**src/rtl/des_pkg.sv**
```systemverilog
// DES key-schedule helpers shared by the sequential key scheduler.
// Contents: half-key and FSM state types, default per-round shift mask,
// PC-1 / PC-2 index tables (1-based, bit 1 = MSB, as in FIPS 46),
// and the pc1 / pc2 / rotl28 / rotr28 helper functions.
package des_pkg;

    typedef logic [27:0] half_key_t;

    typedef enum logic {
        ST_IDLE = 1'b0,
        ST_RUN  = 1'b1
    } sched_state_t;

    // Bit r set: round r rotates by one position, otherwise by two.
    localparam logic [15:0] SHIFT_MASK_DEFAULT = 16'h8103;

    localparam int PC1_TAB [56] = '{
        57, 49, 41, 33, 25, 17,  9,
         1, 58, 50, 42, 34, 26, 18,
        10,  2, 59, 51, 43, 35, 27,
        19, 11,  3, 60, 52, 44, 36,
        63, 55, 47, 39, 31, 23, 15,
         7, 62, 54, 46, 38, 30, 22,
        14,  6, 61, 53, 45, 37, 29,
        21, 13,  5, 28, 20, 12,  4
    };

    localparam int PC2_TAB [48] = '{
        14, 17, 11, 24,  1,  5,
         3, 28, 15,  6, 21, 10,
        23, 19, 12,  4, 26,  8,
        16,  7, 27, 20, 13,  2,
        41, 52, 31, 37, 47, 55,
        30, 40, 51, 45, 33, 48,
        44, 49, 39, 56, 34, 53,
        46, 42, 50, 36, 29, 32
    };

    // Parity bits (LSB of each byte) are never referenced by PC-1.
    function automatic logic [55:0] pc1(input logic [63:0] k);
        logic [55:0] r;
        r = '0;
        for (int i = 0; i < 56; i++) r[55-i] = k[64-PC1_TAB[i]];
        return r;
    endfunction

    function automatic logic [47:0] pc2(input logic [55:0] cd);
        logic [47:0] r;
        r = '0;
        for (int i = 0; i < 48; i++) r[47-i] = cd[56-PC2_TAB[i]];
        return r;
    endfunction

    // amt is 1 or 2; any value other than 2 rotates by one.
    function automatic half_key_t rotl28(input half_key_t x, input logic [1:0] amt);
        return (amt == 2'd2) ? {x[25:0], x[27:26]} : {x[26:0], x[27]};
    endfunction

    function automatic half_key_t rotr28(input half_key_t x, input logic [1:0] amt);
        return (amt == 2'd2) ? {x[1:0], x[27:2]} : {x[0], x[27:1]};
    endfunction

endpackage

```
**src/rtl/key_rotate_unit.sv**
```systemverilog
// Rotates both 28-bit halves of a {C,D} pair by 1 or 2 positions.
// Ports: cd (56, in), rotate_right (in, 0 = left), by_two (in, 0 = by one),
//        cd_rot (56, out). Purely combinational.
module key_rotate_unit
    import des_pkg::*;
(
    input  logic [55:0] cd,
    input  logic        rotate_right,
    input  logic        by_two,
    output logic [55:0] cd_rot
);
    logic [1:0] amt;
    half_key_t  c_half;
    half_key_t  d_half;

    assign amt    = by_two ? 2'd2 : 2'd1;
    assign c_half = cd[55:28];
    assign d_half = cd[27:0];

    always_comb begin
        if (rotate_right) cd_rot = {rotr28(c_half, amt), rotr28(d_half, amt)};
        else              cd_rot = {rotl28(c_half, amt), rotl28(d_half, amt)};
    end
endmodule

```
**src/rtl/permuted_choice_1.sv**
```systemverilog
// PC-1: 64-bit DES key -> 56-bit {C,D}. Pure wiring.
// Ports: key (64, in), key_pc1 (56, out).
module permuted_choice_1
    import des_pkg::*;
(
    input  logic [63:0] key,
    output logic [55:0] key_pc1
);
    assign key_pc1 = pc1(key);
endmodule

```
**src/rtl/permuted_choice_2.sv**
```systemverilog
// PC-2: 56-bit {C,D} -> 48-bit round subkey. Pure wiring.
// Ports: cd (56, in), subkey (48, out).
module permuted_choice_2
    import des_pkg::*;
(
    input  logic [55:0] cd,
    output logic [47:0] subkey
);
    assign subkey = pc2(cd);
endmodule

```
**src/rtl/des_key_sched_seq.sv**
```systemverilog
// Sequential DES key scheduler: a bank of KEY_SLOTS PC-1-reduced keys and a
// working C/D register that yields one PC-2 subkey per accepted handshake,
// forward (K0..K15) for encrypt or reverse (K15..K0) for decrypt.
// Ports:
//   clk, rst                 clock, async active-high reset
//   key_wr/key_wr_slot/key   key bank write (PC-1 applied on the way in)
//   start_valid/start_ready  run request handshake (start_slot, start_decrypt)
//   subkey_valid/ready       subkey stream; subkey, subkey_round, subkey_last
//   busy                     high while a run is in progress
module des_key_sched_seq
    import des_pkg::*;
#(
    parameter int          KEY_SLOTS  = 3,
    parameter logic [15:0] SHIFT_MASK = SHIFT_MASK_DEFAULT,
    parameter int          SLOT_W     = (KEY_SLOTS > 1) ? $clog2(KEY_SLOTS) : 1
) (
    input  logic              clk,
    input  logic              rst,
    input  logic              key_wr,
    input  logic [SLOT_W-1:0] key_wr_slot,
    input  logic [63:0]       key,
    input  logic              start_valid,
    output logic              start_ready,
    input  logic [SLOT_W-1:0] start_slot,
    input  logic              start_decrypt,
    output logic              subkey_valid,
    input  logic              subkey_ready,
    output logic [47:0]       subkey,
    output logic [3:0]        subkey_round,
    output logic              subkey_last,
    output logic              busy
);
    sched_state_t state, state_nxt;

    logic [55:0] bank [KEY_SLOTS];
    logic [55:0] key_pc1;
    logic [55:0] bank_rd;
    logic [55:0] cd;
    logic [55:0] rot_in;
    logic [55:0] rot_out;
    logic [3:0]  round;
    logic [3:0]  shift_idx;
    logic        dec;
    logic        last;
    logic        start_fire;
    logic        sub_fire;

    permuted_choice_1 u_pc1 (.key(key), .key_pc1(key_pc1));
    permuted_choice_2 u_pc2 (.cd(cd), .subkey(subkey));

    // Out-of-range slot indices fall through to slot 0.
    always_comb begin
        bank_rd = bank[0];
        for (int i = 1; i < KEY_SLOTS; i++)
            if (start_slot == SLOT_W'(i)) bank_rd = bank[i];
    end

    always_ff @(posedge clk or posedge rst) begin
        if (rst) begin
            for (int i = 0; i < KEY_SLOTS; i++) bank[i] <= '0;
        end else if (key_wr) begin
            for (int i = 0; i < KEY_SLOTS; i++)
                if (key_wr_slot == SLOT_W'(i)) bank[i] <= key_pc1;
        end
    end

    // One rotator serves both the encrypt pre-rotation at start (from the
    // bank, by s[0]) and the per-round step during a run (from C/D).
    // Encrypt steps to round+1 by s[round+1]; decrypt undoes s[round].
    assign rot_in    = (state == ST_IDLE) ? bank_rd : cd;
    assign shift_idx = (state == ST_IDLE) ? 4'd0 : (dec ? round : round + 4'd1);

    key_rotate_unit u_rot (
        .cd           (rot_in),
        .rotate_right (state == ST_RUN && dec),
        .by_two       (~SHIFT_MASK[shift_idx]),
        .cd_rot       (rot_out)
    );

    assign last = (state == ST_RUN) && (dec ? (round == 4'd0) : (round == 4'd15));

    always_ff @(posedge clk or posedge rst) begin
        if (rst) state <= ST_IDLE;
        else     state <= state_nxt;
    end

    always_comb begin
        state_nxt    = state;
        start_ready  = 1'b0;
        subkey_valid = 1'b0;
        busy         = 1'b0;
        case (state)
            ST_IDLE: begin
                start_ready = 1'b1;
                if (start_valid) state_nxt = ST_RUN;
            end
            ST_RUN: begin
                subkey_valid = 1'b1;
                busy         = 1'b1;
                if (subkey_ready && last) state_nxt = ST_IDLE;
            end
            default: state_nxt = ST_IDLE;
        endcase
    end

    assign start_fire = start_valid && start_ready;
    assign sub_fire   = subkey_valid && subkey_ready;

    // Decrypt loads C0/D0 unrotated: the rotations sum to 28, so C16 = C0.
    always_ff @(posedge clk or posedge rst) begin
        if (rst) begin
            cd    <= '0;
            round <= '0;
            dec   <= 1'b0;
        end else if (start_fire) begin
            dec   <= start_decrypt;
            round <= start_decrypt ? 4'd15 : 4'd0;
            cd    <= start_decrypt ? bank_rd : rot_out;
        end else if (sub_fire && !last) begin
            cd    <= rot_out;
            round <= dec ? round - 4'd1 : round + 4'd1;
        end
    end

    assign subkey_round = round;
    assign subkey_last  = last;

endmodule

```
**config.mk**
```make
export PLATFORM = sky130hd
export DESIGN_NAME = des_key_sched_seq
export DESIGN_NICKNAME = d
export VERILOG_FILES = /design/src/rtl/des_pkg.sv /design/src/rtl/key_rotate_unit.sv /design/src/rtl/permuted_choice_1.sv /design/src/rtl/permuted_choice_2.sv /design/src/rtl/des_key_sched_seq.sv
export SDC_FILE = /design/constraint.sdc
export NUM_CORES = 1
export LEC_CHECK = 0
export ABC_AREA = 1
export CAP_MARGIN = 10
export CELL_PAD_IN_SITES_DETAIL_PLACEMENT = 0
export CELL_PAD_IN_SITES_GLOBAL_PLACEMENT = 1
export CORE_MARGIN = 1.5
export CORE_UTILIZATION = 42
export CTS_BUF_LIST = sky130_fd_sc_hd__clkbuf_16
export DETAILED_ROUTE_END_ITERATION = 6
export HOLD_SLACK_MARGIN = 0.12
export PLACE_DENSITY = 0.78
export SETUP_SLACK_MARGIN = 0.2
export SKIP_CTS_REPAIR_TIMING = 1
export SLEW_MARGIN = 25
export SYNTH_ARGS = -nofsm -noshare
export SYNTH_HDL_FRONTEND = slang
export SYNTH_HIERARCHICAL = 1
export SYNTH_SLANG_ARGS = --single-unit
```
**constraint.sdc**
```tcl
create_clock -name clk -period 12.95 [get_ports clk]
set_clock_uncertainty 0.1 [all_clocks]
set_input_delay 3.885 -clock clk [delete_from_list [all_inputs] [get_ports clk]]
set_output_delay 3.885 -clock clk [all_outputs]
set_load 0.01 [all_outputs]
```
# After elaboration in Yosys (flattened, before gate mapping)
# Memory sizes are Yosys's and may differ from the RTL's.
# Index checks and enable logic that the tools add are counted.
[totals]
output_inout_bits = 56
mem_bits_ro = 16
input_bits = 74
wordCells = 56
regBits = 230
n_memories = 1
mem_bits_rw = 0
latchBits = 0
[op_classes]
div_mod_pow = 0
eq_ne = 6
n_bitwise = 1
shift = 0
magnitude_cmp = 1
mul = 0
n_addsub = 2
mux = 25
reduce_logical = 13
[memory_table]
columns = ["memory", "words", "width", "rd", "rd_ports_with_merged_regs", "wr", "line_no", "source"]
rows = [
  ["(no name shown)", 16, 1, 1, 0, 0, "des_key_sched_seq.sv:76", ".by_two (~SHIFT_MASK[shift_idx]),"],
]
[ops]
columns = ["cell", "count"]
rows = [
  ["$mux 56", 7],
  ["$mux 28", 4],
  ["$mux 4", 6],
  ["$eq 2x2->1 const B", 3],
  ["$logic_and 1x1->1", 6],
  ["$mux 1", 6],
  ["$reduce_and 2->1", 3],
  ["$lt 4x5->1 const B", 1],
  ["$add 4x1->4 const B", 1],
  ["$eq 2x1->1 const B", 2],
  ["$eq 4x4->1 const B", 1],
  ["$logic_not 4->1", 1],
  ["$sub 4x1->4 const B", 1],
  ["$logic_not 2->1", 1],
  ["$mux 2", 1],
  ["$pmux 1 s2", 1],
  ["$reduce_bool 2->1", 1],
  ["$logic_not 1->1", 1],
  ["$not 1->1", 1],
]

# Depth between registers and ports, before layout
[depth]
word_depth = 11
depth_mapped = 21
ltp_nobuf = 19

# Modules after synthesis
# Netlist, hierarchy kept.
[modules_own_cells]
columns = ["module", "seq_area_each_um2", "instances", "cells_per_inst", "area_per_inst_um2"]
rows = [
  ["des_key_sched_seq", 5755.5, 1, 1438, 11224.5],
  ["key_rotate_unit", 0.0, 1, 418, 1651.6],
  ["permuted_choice_1", 0.0, 1, 56, 420.4],
  ["permuted_choice_2", 0.0, 1, 48, 360.3],
]

# Worst setup path after synthesis
# OpenSTA, ideal clock, no wires.
[synth_path]
path_kind = "in2reg"
from = "input port start_slot[1]"
to = "register cd[17]"
arrival_time_ns = 5.283
path_slack_ns = 7.449
t_required_ns = 12.733
cell_stages = 14
n_path_buf = 1
setup_ns = 0.117
cell_sequence = "inv_2 nor2_4 inv_2 buf_1 nand3_1 o21ai_0 o21ai_0 nand2_1 nand2_1 nand2_1 nand2_1 or2_2 nand3_1 nand2_1"
[synth_via]
elab_chain_cells = 8
elab_cells_between_ends = 11
classes_between = "2 x eq/ne; 9 x mux"
[synth_rtl]
columns = ["element", "line_no", "source"]
rows = [
  ["start: declaration", "des_key_sched_seq.sv:24", "input logic [SLOT_W-1:0] start_slot,"],
  ["$eq 2x1->1", "des_key_sched_seq.sv:55", "if (start_slot == SLOT_W'(i)) bank_rd = bank[i];"],
  ["$mux 56", "des_key_sched_seq.sv:55", ""],
  ["$mux 56 *", "des_key_sched_seq.sv:55", ""],
  ["$mux 56 *", "des_key_sched_seq.sv:70", "assign rot_in = (state == ST_IDLE) ? bank_rd : cd;"],
  ["via rot_in[19]", "des_key_sched_seq.sv:39", "logic [55:0] rot_in;"],
  ["$mux 28 *", "des_pkg.sv:60", "return (amt == 2'd2) ? {x[1:0], x[27:2]} : {x[0], x[27:1]};"],
  ["$mux 56 *", "key_rotate_unit.sv:21", "if (rotate_right) cd_rot = {rotr28(c_half, amt), rotr28(d_half, amt)};"],
  ["via rot_out[17]", "des_key_sched_seq.sv:40", "logic [55:0] rot_out;"],
  ["$mux 56 (on tied branches)", "des_key_sched_seq.sv:119, des_key_sched_seq.sv:118", ""],
  ["$mux 56 *", "des_key_sched_seq.sv:115", "end else if (start_fire) begin"],
  ["end signal: assignment", "des_key_sched_seq.sv:118", "cd <= start_decrypt ? bank_rd : rot_out;"],
  ["end signal: assignment", "des_key_sched_seq.sv:120", "cd <= rot_out;"],
  ["end: declaration", "des_key_sched_seq.sv:38", "logic [55:0] cd;"],
]
# Mark *: on every way through the listed nets, which the timed path passes. The rest lies on a longest branch. The select of a mux whose other input is x is not followed.
# A chain may end at the register's enable or synchronous reset.

# Final worst setup path
[layout_path]
from = "register state"
to = "output port subkey_last"
[layout_via]
elab_chain_cells = 1
[layout_rtl]
columns = ["element", "line_no", "source"]
rows = [
  ["start: declaration", "des_key_sched_seq.sv:33", "sched_state_t state, state_nxt;"],
  ["start signal: assignment", "des_key_sched_seq.sv:84", "else state <= state_nxt;"],
  ["$logic_and 1x1->1", "des_key_sched_seq.sv:80", "assign last = (state == ST_RUN) && (dec ? (round == 4'd0) : (round == 4'd15));"],
  ["end: declaration", "des_key_sched_seq.sv:30", "output logic subkey_last,"],
]
# Every way passes these cells.

==> results.cfg <==
[die]
dieArea_mm2 = 0.03361
io_pins = 130
start_util_pct = 42.95
core_mm2 = 0.03180
num_rows = 65
die_x_um = 183.3
die_h_um = 183.3

[timing]
slew_headroom_pct = 32.27
hold_ws_ps = 374.7
tns_ps = 0
fmax_mhz = 144.1
finalCritPeriodShare_pct = 53.59
drv_slew = 0
rsz0062_at_grt = false
finalCriticalPeriod_ps = 6940
worst_pin_slew_ps = 1015
finalSetupViolations = 0
hold_violations = 0

[synthesis]
synthCells = 1960
yosys_most_used_dff = dfrtp_1
syn_area_per_cell_um2 = 6.968
yosysMostFrequentCell = nand2_1
yosysWarnings = 6
synth_edf_count = 0
syn_area_mm2 = 0.01366
async_flop_share_pct = 100.0
synth_top_area_cell = dfrtp_1
syn_nets = 2040
synthTopCellsByArea = dfrtp_1 42%, nand2_1 24%, o21ai_0 9.2%
netlist.area_leader.share_pct = 42.14
ys_seq_area_share_pct = 42.14
ys_ff_latch = 230
ys_types = 26
synthTopCellsByCount = 878 x nand2_1, 251 x o21ai_0, 230 x dfrtp_1

[power_and_ir_drop]
power.share.clock_pct = 22.7
power_leakage_nw = 7.882
p_total_mw = 3.480
internal_power_mw = 1.993
swShare_pct = 42.73
power_density_mw_per_mm2 = 230.6
p_switching_mw = 1.487
pwr-share-seq_pct = 28.9
ir_drop_mv = 0.1792
comb_power_share_pct = 48.4

[setup_path]
crit_family = buffers and inverters
slowest_stage = dfrtp_4
worstSetupEndpointType = output port
critPathMaxStageDelay_ps = 780
crit_path_max_fanout = 67
worstSetupPathType = reg2out
critical_path_arrival_ps = 2960
required_ps = 8960
path_cells = buf_4, nand2_1, o21ai_1, nand2_1, inv_1, clkdlybuf4s50_1
crit_top_cell = nand2_1
worst-path-stages = 6
worst-path-buf-inv = 3
worstSetupStartpointType = flop
reg2reg_depth = 16

[global_routing]
antenna_found_initial = 0
gr-usage-met1_pct = 35.53
grt_pass1_wl_um = 59900
busiest_layer = met1
grt.met2_usage_pct = 32.08
track_usage_pct = 22.28
grt_pass1_vias = 10997
grt_max_degree = 114
grtUsageMet3_pct = 2.879
grt_overflow = 0

[min_path]
min_path_cells = 2
hold_class = reg2reg

[clock_network]
clock_path_buffers = 3
numCtsBuffers = 27
h-tree-depth = 1
worstSkewPairLatency_ps = 540
cts_sinks = 230
path_clk_slew_ps = 60
cts_tree = done
ctsRootBufferMaster = clkbuf_16

[placement]
dp_hpwl_um = 22370
placed_area_mm2 = 0.01417
gp_congestion = 0.7927
io_buffer_count = 121

[route]
drc_errors = 0
dr.pass1.iters = 6
drt_iter0_drc = 967
antenna_left = 0
wl_per_cell_um = 15.75
vias_per_cell = 5.101
wirelength_um = 37020
vias = 11992

[final_layout]
fin_util_pct = 47.45
num_antenna_cells = 0
drive_gt1_share_pct = 6.942
syn_to_final_growth_pct = 10.49
design_area_mm2 = 0.01509
fill_cells = 3281
fin_nets = 1976

[flow_run]
max_cap_viol_count = 0

[outcome]
status = finished clean
routing by layer:
layer | share of wire, % | wire length, um
met3 | 6.2 | 2282
met4 | 1.0 | 386
met2 | 41 | 15310
met1 | 51 | 19040
met5 | 0 | 0
layout by cell type, fill, tap and decap left out, drive strengths merged, types with 5 or more instances in the layout:
| master | count |
|---|---|
| clkinv | 13 |
| buf | 16 |
| ha | 6 |
| nand3 | 181 |
| or2 | 56 |
| nor2 | 8 |
| dfrtp | 230 |
| nand2 | 881 |
| clkbuf | 27 |
| clkdlybuf4s50 | 121 |
| bufinv | 5 |
| o21ai | 285 |
| inv | 80 |
metrics by stage:
stage	setup WS, ps	cells
floorplan	2660	1960
global placement	5537	2300
detailed placement	5501	2302
CTS	5990	2351
global route	5754	2351
finish	6010	2351
layout make-up:
type                            instances  area, um^2  area share (%)
Inverter                               78       300.3           1.990
Sequential cell                       230        5759           38.17
Timing Repair Buffer                  137        1371           9.088
Multi-Input combinational cell       1422        6196           41.06
Tap cell                              435       544.3           3.607
Clock inverter                         22       242.7           1.609
Clock buffer                           27       675.6           4.478
power groups by stage:
stage / Sequential (mW) / Clock (mW) / Combinational (mW)
2_1_floorplan: 0.968 / 0 / 1.43
3_3_place_gp: 1.01 / 0 / 1.66
3_5_place_dp: 1.02 / 0 / 1.67
4_1_cts: 1.01 / 0.811 / 1.68
5_1_grt: 1.03 / 0.846 / 1.91
6_report: 1.01 / 0.790 / 1.68
flip-flops by register name, summed over array words and instances, names as in the netlist:
register	flops
bank	168
cd	56
subkey_round	4
dec	1
state	1
final timing paths:
kind / start / to / slack (ps)
min in group asynchronous: rst / bank[154] / 3780
hold reg to reg: bank[23] / bank[23] / 370
max in group asynchronous: rst / state / 7460
setup / recovery: state / subkey_last / 6010
hold / removal: bank[23] / bank[23] / 370
setup reg to reg: state / cd[55] / 8660
worst min-delay path: stages (launching register included):
cell and delay [ps]:
dfrtp_1 340, nand2_1 50, o21ai_0 50
cell families after synthesis:
logic type               after synthesis  synth area share (%)
adder cells (fa/ha/maj)                6                0.5497
buffers and inverters                308                 12.76
AND/OR/NAND/NOR                     1127                 33.94
flip-flops                           230                 42.14
AO/OA/AOI/OAI                        289                 10.61
Note: power is estimated with default switching activity, not from simulation.
